### config.mk
export PLATFORM = sky130hd
export DESIGN_NAME = key_decoder
export DESIGN_NICKNAME = d
export VERILOG_FILES = /design/src/rtl/key_decoder.sv
export SDC_FILE = /design/constraint.sdc
export NUM_CORES = 1
export LEC_CHECK = 0
export CELL_PAD_IN_SITES_DETAIL_PLACEMENT = 1
export CELL_PAD_IN_SITES_GLOBAL_PLACEMENT = 2
export CORE_AREA = 2 2 45 47
export DETAILED_ROUTE_END_ITERATION = 10
export DIE_AREA = 0 0 47 49
export PLACE_DENSITY = 0.76
export SLEW_MARGIN = 25
export SYNTH_ARGS = -nofsm -noshare
export SYNTH_HDL_FRONTEND = slang
export SYNTH_SLANG_ARGS = --single-unit
### constraint.sdc
create_clock -name clk -period 1.2 [get_ports clk]
set_clock_uncertainty 0.1 [all_clocks]
set_input_delay 0.3 -clock clk [delete_from_list [all_inputs] [get_ports clk]]
set_output_delay 0.3 -clock clk [all_outputs]
set_load 0.02 [all_outputs]
### src/rtl/key_decoder.sv
// key_decoder: turns PS/2 set-2 scan-code bytes into held key levels for
// space (29), left arrow (E0 6B) and right arrow (E0 74).
// A four-state prefix FSM tracks E0/F0. One hold bit per key sits behind a
// registered output stage, so the output follows the hold bit one edge later.
// Optional feature: define KEY_TIMEOUT_EN to clear stale hold bits after
// TIMEOUT_CYCLES idle cycles. This recovers from a lost break code.
module key_decoder #(
  parameter int unsigned TIMEOUT_CYCLES = 65_000_000
) (
  input  logic       clk,
  input  logic       rst,
  input  logic [7:0] rx_data,
  input  logic       rx_valid,
  output logic       key_space,
  output logic       key_left,
  output logic       key_right
);

  localparam logic [7:0] CODE_EXT   = 8'hE0;
  localparam logic [7:0] CODE_BRK   = 8'hF0;
  localparam logic [7:0] CODE_SPACE = 8'h29;
  localparam logic [7:0] CODE_LEFT  = 8'h6B;
  localparam logic [7:0] CODE_RIGHT = 8'h74;

  typedef enum logic [1:0] {
    S_IDLE,
    S_EXT,
    S_BRK,
    S_EXT_BRK
  } state_t;

  state_t state_q, state_d;
  logic   hold_space_q, hold_space_d;
  logic   hold_left_q,  hold_left_d;
  logic   hold_right_q, hold_right_d;
  logic   expire;

`ifdef KEY_TIMEOUT_EN
  localparam int unsigned CNT_W = $clog2(TIMEOUT_CYCLES + 1);
  localparam logic [CNT_W-1:0] CNT_RELOAD = CNT_W'(TIMEOUT_CYCLES);
  localparam logic [CNT_W-1:0] CNT_ONE    = CNT_W'(1);

  logic [CNT_W-1:0] cnt_q, cnt_d;
  logic             any_hold;

  // Stale-key counter: reload on every byte, count down while a key is held
  always_comb begin
    any_hold = hold_space_q | hold_left_q | hold_right_q;
    cnt_d    = cnt_q;
    expire   = 1'b0;
    if (rx_valid) begin
      cnt_d = CNT_RELOAD;
    end else if (any_hold) begin
      // Clearing the holds on the same edge that the counter reaches zero
      expire = (cnt_q <= CNT_ONE);
      cnt_d  = (cnt_q == '0) ? '0 : cnt_q - CNT_ONE;
    end
  end

  // Timeout counter register
  always_ff @(posedge clk or negedge rst) begin
    if (!rst) cnt_q <= '0;
    else      cnt_q <= cnt_d;
  end
`else
  assign expire = 1'b0;
`endif

  // Prefix FSM and hold-bit next state; bytes are consumed only on rx_valid
  always_comb begin
    state_d      = state_q;
    hold_space_d = hold_space_q;
    hold_left_d  = hold_left_q;
    hold_right_d = hold_right_q;
    if (rx_valid) begin
      unique case (state_q)
        S_IDLE: begin
          if (rx_data == CODE_EXT)        state_d = S_EXT;
          else if (rx_data == CODE_BRK)   state_d = S_BRK;
          else if (rx_data == CODE_SPACE) hold_space_d = 1'b1;
        end
        S_EXT: begin
          state_d = S_IDLE;
          if (rx_data == CODE_BRK)        state_d = S_EXT_BRK;
          else if (rx_data == CODE_EXT)   state_d = S_EXT;
          else if (rx_data == CODE_LEFT)  hold_left_d = 1'b1;
          else if (rx_data == CODE_RIGHT) hold_right_d = 1'b1;
        end
        S_BRK: begin
          state_d = S_IDLE;
          if (rx_data == CODE_SPACE) hold_space_d = 1'b0;
        end
        S_EXT_BRK: begin
          state_d = S_IDLE;
          if (rx_data == CODE_LEFT)       hold_left_d = 1'b0;
          else if (rx_data == CODE_RIGHT) hold_right_d = 1'b0;
        end
        default: state_d = S_IDLE;
      endcase
    end else if (expire) begin
      state_d      = S_IDLE;
      hold_space_d = 1'b0;
      hold_left_d  = 1'b0;
      hold_right_d = 1'b0;
    end
  end

  // State, hold bits and registered outputs; conflicting arrows both read 0
  always_ff @(posedge clk or negedge rst) begin
    if (!rst) begin
      state_q      <= S_IDLE;
      hold_space_q <= 1'b0;
      hold_left_q  <= 1'b0;
      hold_right_q <= 1'b0;
      key_space    <= 1'b0;
      key_left     <= 1'b0;
      key_right    <= 1'b0;
    end else begin
      state_q      <= state_d;
      hold_space_q <= hold_space_d;
      hold_left_q  <= hold_left_d;
      hold_right_q <= hold_right_d;
      key_space    <= hold_space_q;
      key_left     <= hold_left_q & ~hold_right_q;
      key_right    <= hold_right_q & ~hold_left_q;
    end
  end

endmodule

==> flow_summary.ini <==
[pwr]
p_leak_nw = 0.2977
vdd_ir_drop_max_mv = 0.2487
power.total_mw = 0.5849
p_per_area_nw_per_um2 = 940.7

[synthesis]
synth_area_sq_um = 369.1
synth_top_area_share_pct = 54.24
yosys_warnings = 0
synth_top_area_cell = dfrtp_1
synth.distinct_cells = 17
synth-xor-area-share_pct = 0
synth_nets = 44
synthTopCellsByArea = dfrtp_1 54%, nand4_1 6.8%, mux2_1 6.1%, nor2b_1 5.1%, nor4b_2 4.1%
synth_seq_cells = 8
synth_top_family_by_area = simple AND/OR/NAND/NOR gates
syn_avg_cell_area_sq_um = 11.18
yosys.area_share.simple_pct = 30.17
synth-seq-area-share_pct = 54.24
muxShareOfSynthArea_pct = 9.153
synth-compound-area-share_pct = 4.407
synthCells = 33
synthAdderAreaFrac_pct = 0

[floorplan]
rows = 16
die_area_sq_um = 2303
dieWidth_um = 47
num_io_pins = 14
core-area_sq_um = 1842
start_util_pct = 20.04
die_y_um = 49

[cells_and_area]
area_growth_pct = 68.47
n_antenna_cell = 0
fin_nets = 69
drive_gt1_share_pct = 33.93
final_cells = 83

[min_path]
hold_class = input port to async pin

[timing]
slew_viol_final = 0
timing.fmax_mhz = 759.3
period_needed_ns = 1.317
grt_setup_unrepaired = yes
period_share_pct = 109.8
slew-limit-headroom_pct = 75.99
setup_viol_count_final = 3
finalHoldViolCount = 0
holdWs_ns = 0.2245
tightest_slew_ns = 0.3590
finalWorstSetupSlack_ns = -0.1171
fin_tns_setup_ns = -0.2942

[run_status]
status = finished with violations
violations = negative setup slack

[run]
maxCapViolations = 0

[worst_setup_path]
r2r_start = state_q[0]
cp_max_fo = 3
max_stage_delay_ns = 0.38
worstPathRequired_ns = 1.23
startpoint_type = flip-flop
r2r_end = hold_left_q
crit_path_cell_trace = and4_1 -> nand4_1 -> mux2_4
end_kind = flip-flop
slowest_stage = dfrtp_1
ff2ff_setup_slack_ns = -0.12
rr_worst_depth = 3
crit_type = flip-flop to flip-flop
cp.buffers_inverters = 0
path_delay_family = simple AND/OR/NAND/NOR gates
critPathArrivalTime_ns = 1.35

[clock_network]
path_clk_slew_ns = 0.05
root_buffer = clkbuf_4
cts_tree = done
insertion_delay_ns = 0.25
h-tree-depth = 1
cts.path.max_buffers = 2
post_cts_buffers = 0
cts_buffers = 3
clock-sinks = 8
hold_buffers = 0

[detailed_routing]
viasPerCell = 4.229
first_pass_iters = 2
via_count = 351
drc = 0
antenna_left = 0
drt_wl_total_um = 930
drtIter0Drc = 1
wl_per_cell_um = 11.20

[placed_design]
place_worst_setup_slack_ns = -0.6552
gp_congestion = 0.6862
placed_cells = 80
port_buffers = 13
dp_hpwl_um = 761.9

[global_routing]
overflow = 0
grt_pass1_vias = 337
grt_max_degree = 9
track_usage_pct = 9.364
antenna_found_initial = 0
grt_pass1_wl_um = 1435
==> metrics by stage <==
step | area, sq um | util [%]
final | 621.8 | 33.76
after global routing | 621.8 | 33.76
after CTS | 611.8 | 33.22
after detailed placement | 609.3 | 33.08
after global placement | 609.3 | 33.08
after floorplan | 392.9 | -
==> cell usage after synthesis, drive strengths merged <==
cell / instances
nor2: 1
a21oi: 2
nor2b: 3
and4: 1
nor4b: 2
nand3: 2
inv: 2
nor3: 1
o22ai: 1
dfrtp: 8
mux2: 3
nand4: 4
nand2b: 1
and2: 1
nand2: 1
==> worst register-to-register path, cell delays in order, from the launching register on <==
cell and delay [ns]:
dfrtp_1 0.38, and4_1 0.25, nand4_1 0.15, mux2_4 0.32
==> cell usage in the layout, fill, tap and decap left out <==
cell type	instances
nand4_1	4
nor2_1	1
buf_2	3
a21oi_1	2
nand2_1	1
nor2b_1	3
dlygate4sd2_1	7
dfrtp_1	8
clkbuf_4	3
clkdlybuf4s50_1	1
nor3_4	1
o22ai_1	1
buf_4	7
nand3_1	2
inv_1	2
mux2_4	3
and2_1	1
and4_1	1
nor4b_4	1
clkdlybuf4s15_1	2
nor4b_2	1
nand2b_1	1
==> where the power goes <==
group | switching [mW] | internal, mW | total, mW
combinational | 0.0433 | 0.0529 | 0.0962
sequential | 0.00607 | 0.280 | 0.286
clock | 0.0882 | 0.114 | 0.202
==> logic make-up after synthesis <==
group,after synthesis
DFF,8
AOI/OAI and AO/OA,3
buffers and inverters,2
muxes,3
and+or+nand+nor,17
==> flip-flops by register name (all words and copies together), names as in the netlist <==
register and cells:
state_q 2, hold_left_q 1, hold_right_q 1, hold_space_q 1
key_left 1, key_right 1, key_space 1
==> final cells by class <==
| type | count | area (sq um) |
|---|---|---|
| Fill cell | 231 | 1220 |
| Sequential cell | 8 | 200.2 |
| Multi-Input combinational cell | 23 | 198.9 |
| Timing Repair Buffer | 20 | 158.9 |
| Tap cell | 27 | 33.78 |
| Clock buffer | 3 | 22.52 |
| Inverter | 2 | 7.507 |
==> routing by layer <==
layer	routed length [um]	GRT usage (%)
met1	388	11.14
met2	471	13.24
met3	54	3.333
met4	17	6.944
met5	0	0
==> worst max-delay path by stage <==
| stage | endpoint | slack [ns] | startpoint | cells past startpoint |
|---|---|---|---|---|
| CTS | hold_left_q | -0.15 | state_q[0] | 3 |
| floorplan | hold_space_q | -0.03 | state_q[0] | 3 |
| detailed placement | hold_left_q | -0.66 | rx_data[2] | 4 |
| global route | hold_left_q | -0.18 | state_q[0] | 3 |
| global placement | hold_left_q | -0.62 | rx_data[2] | 4 |
| finish | hold_left_q | -0.12 | state_q[0] | 3 |
==> repair_timing <==
item | 4_1_cts | 5_1_grt
resized for setup | 24 | 2
endpoints found under the setup margin | 8 | 4
pin swaps | 4 | 2
Power figures use the tool's default switching activity.
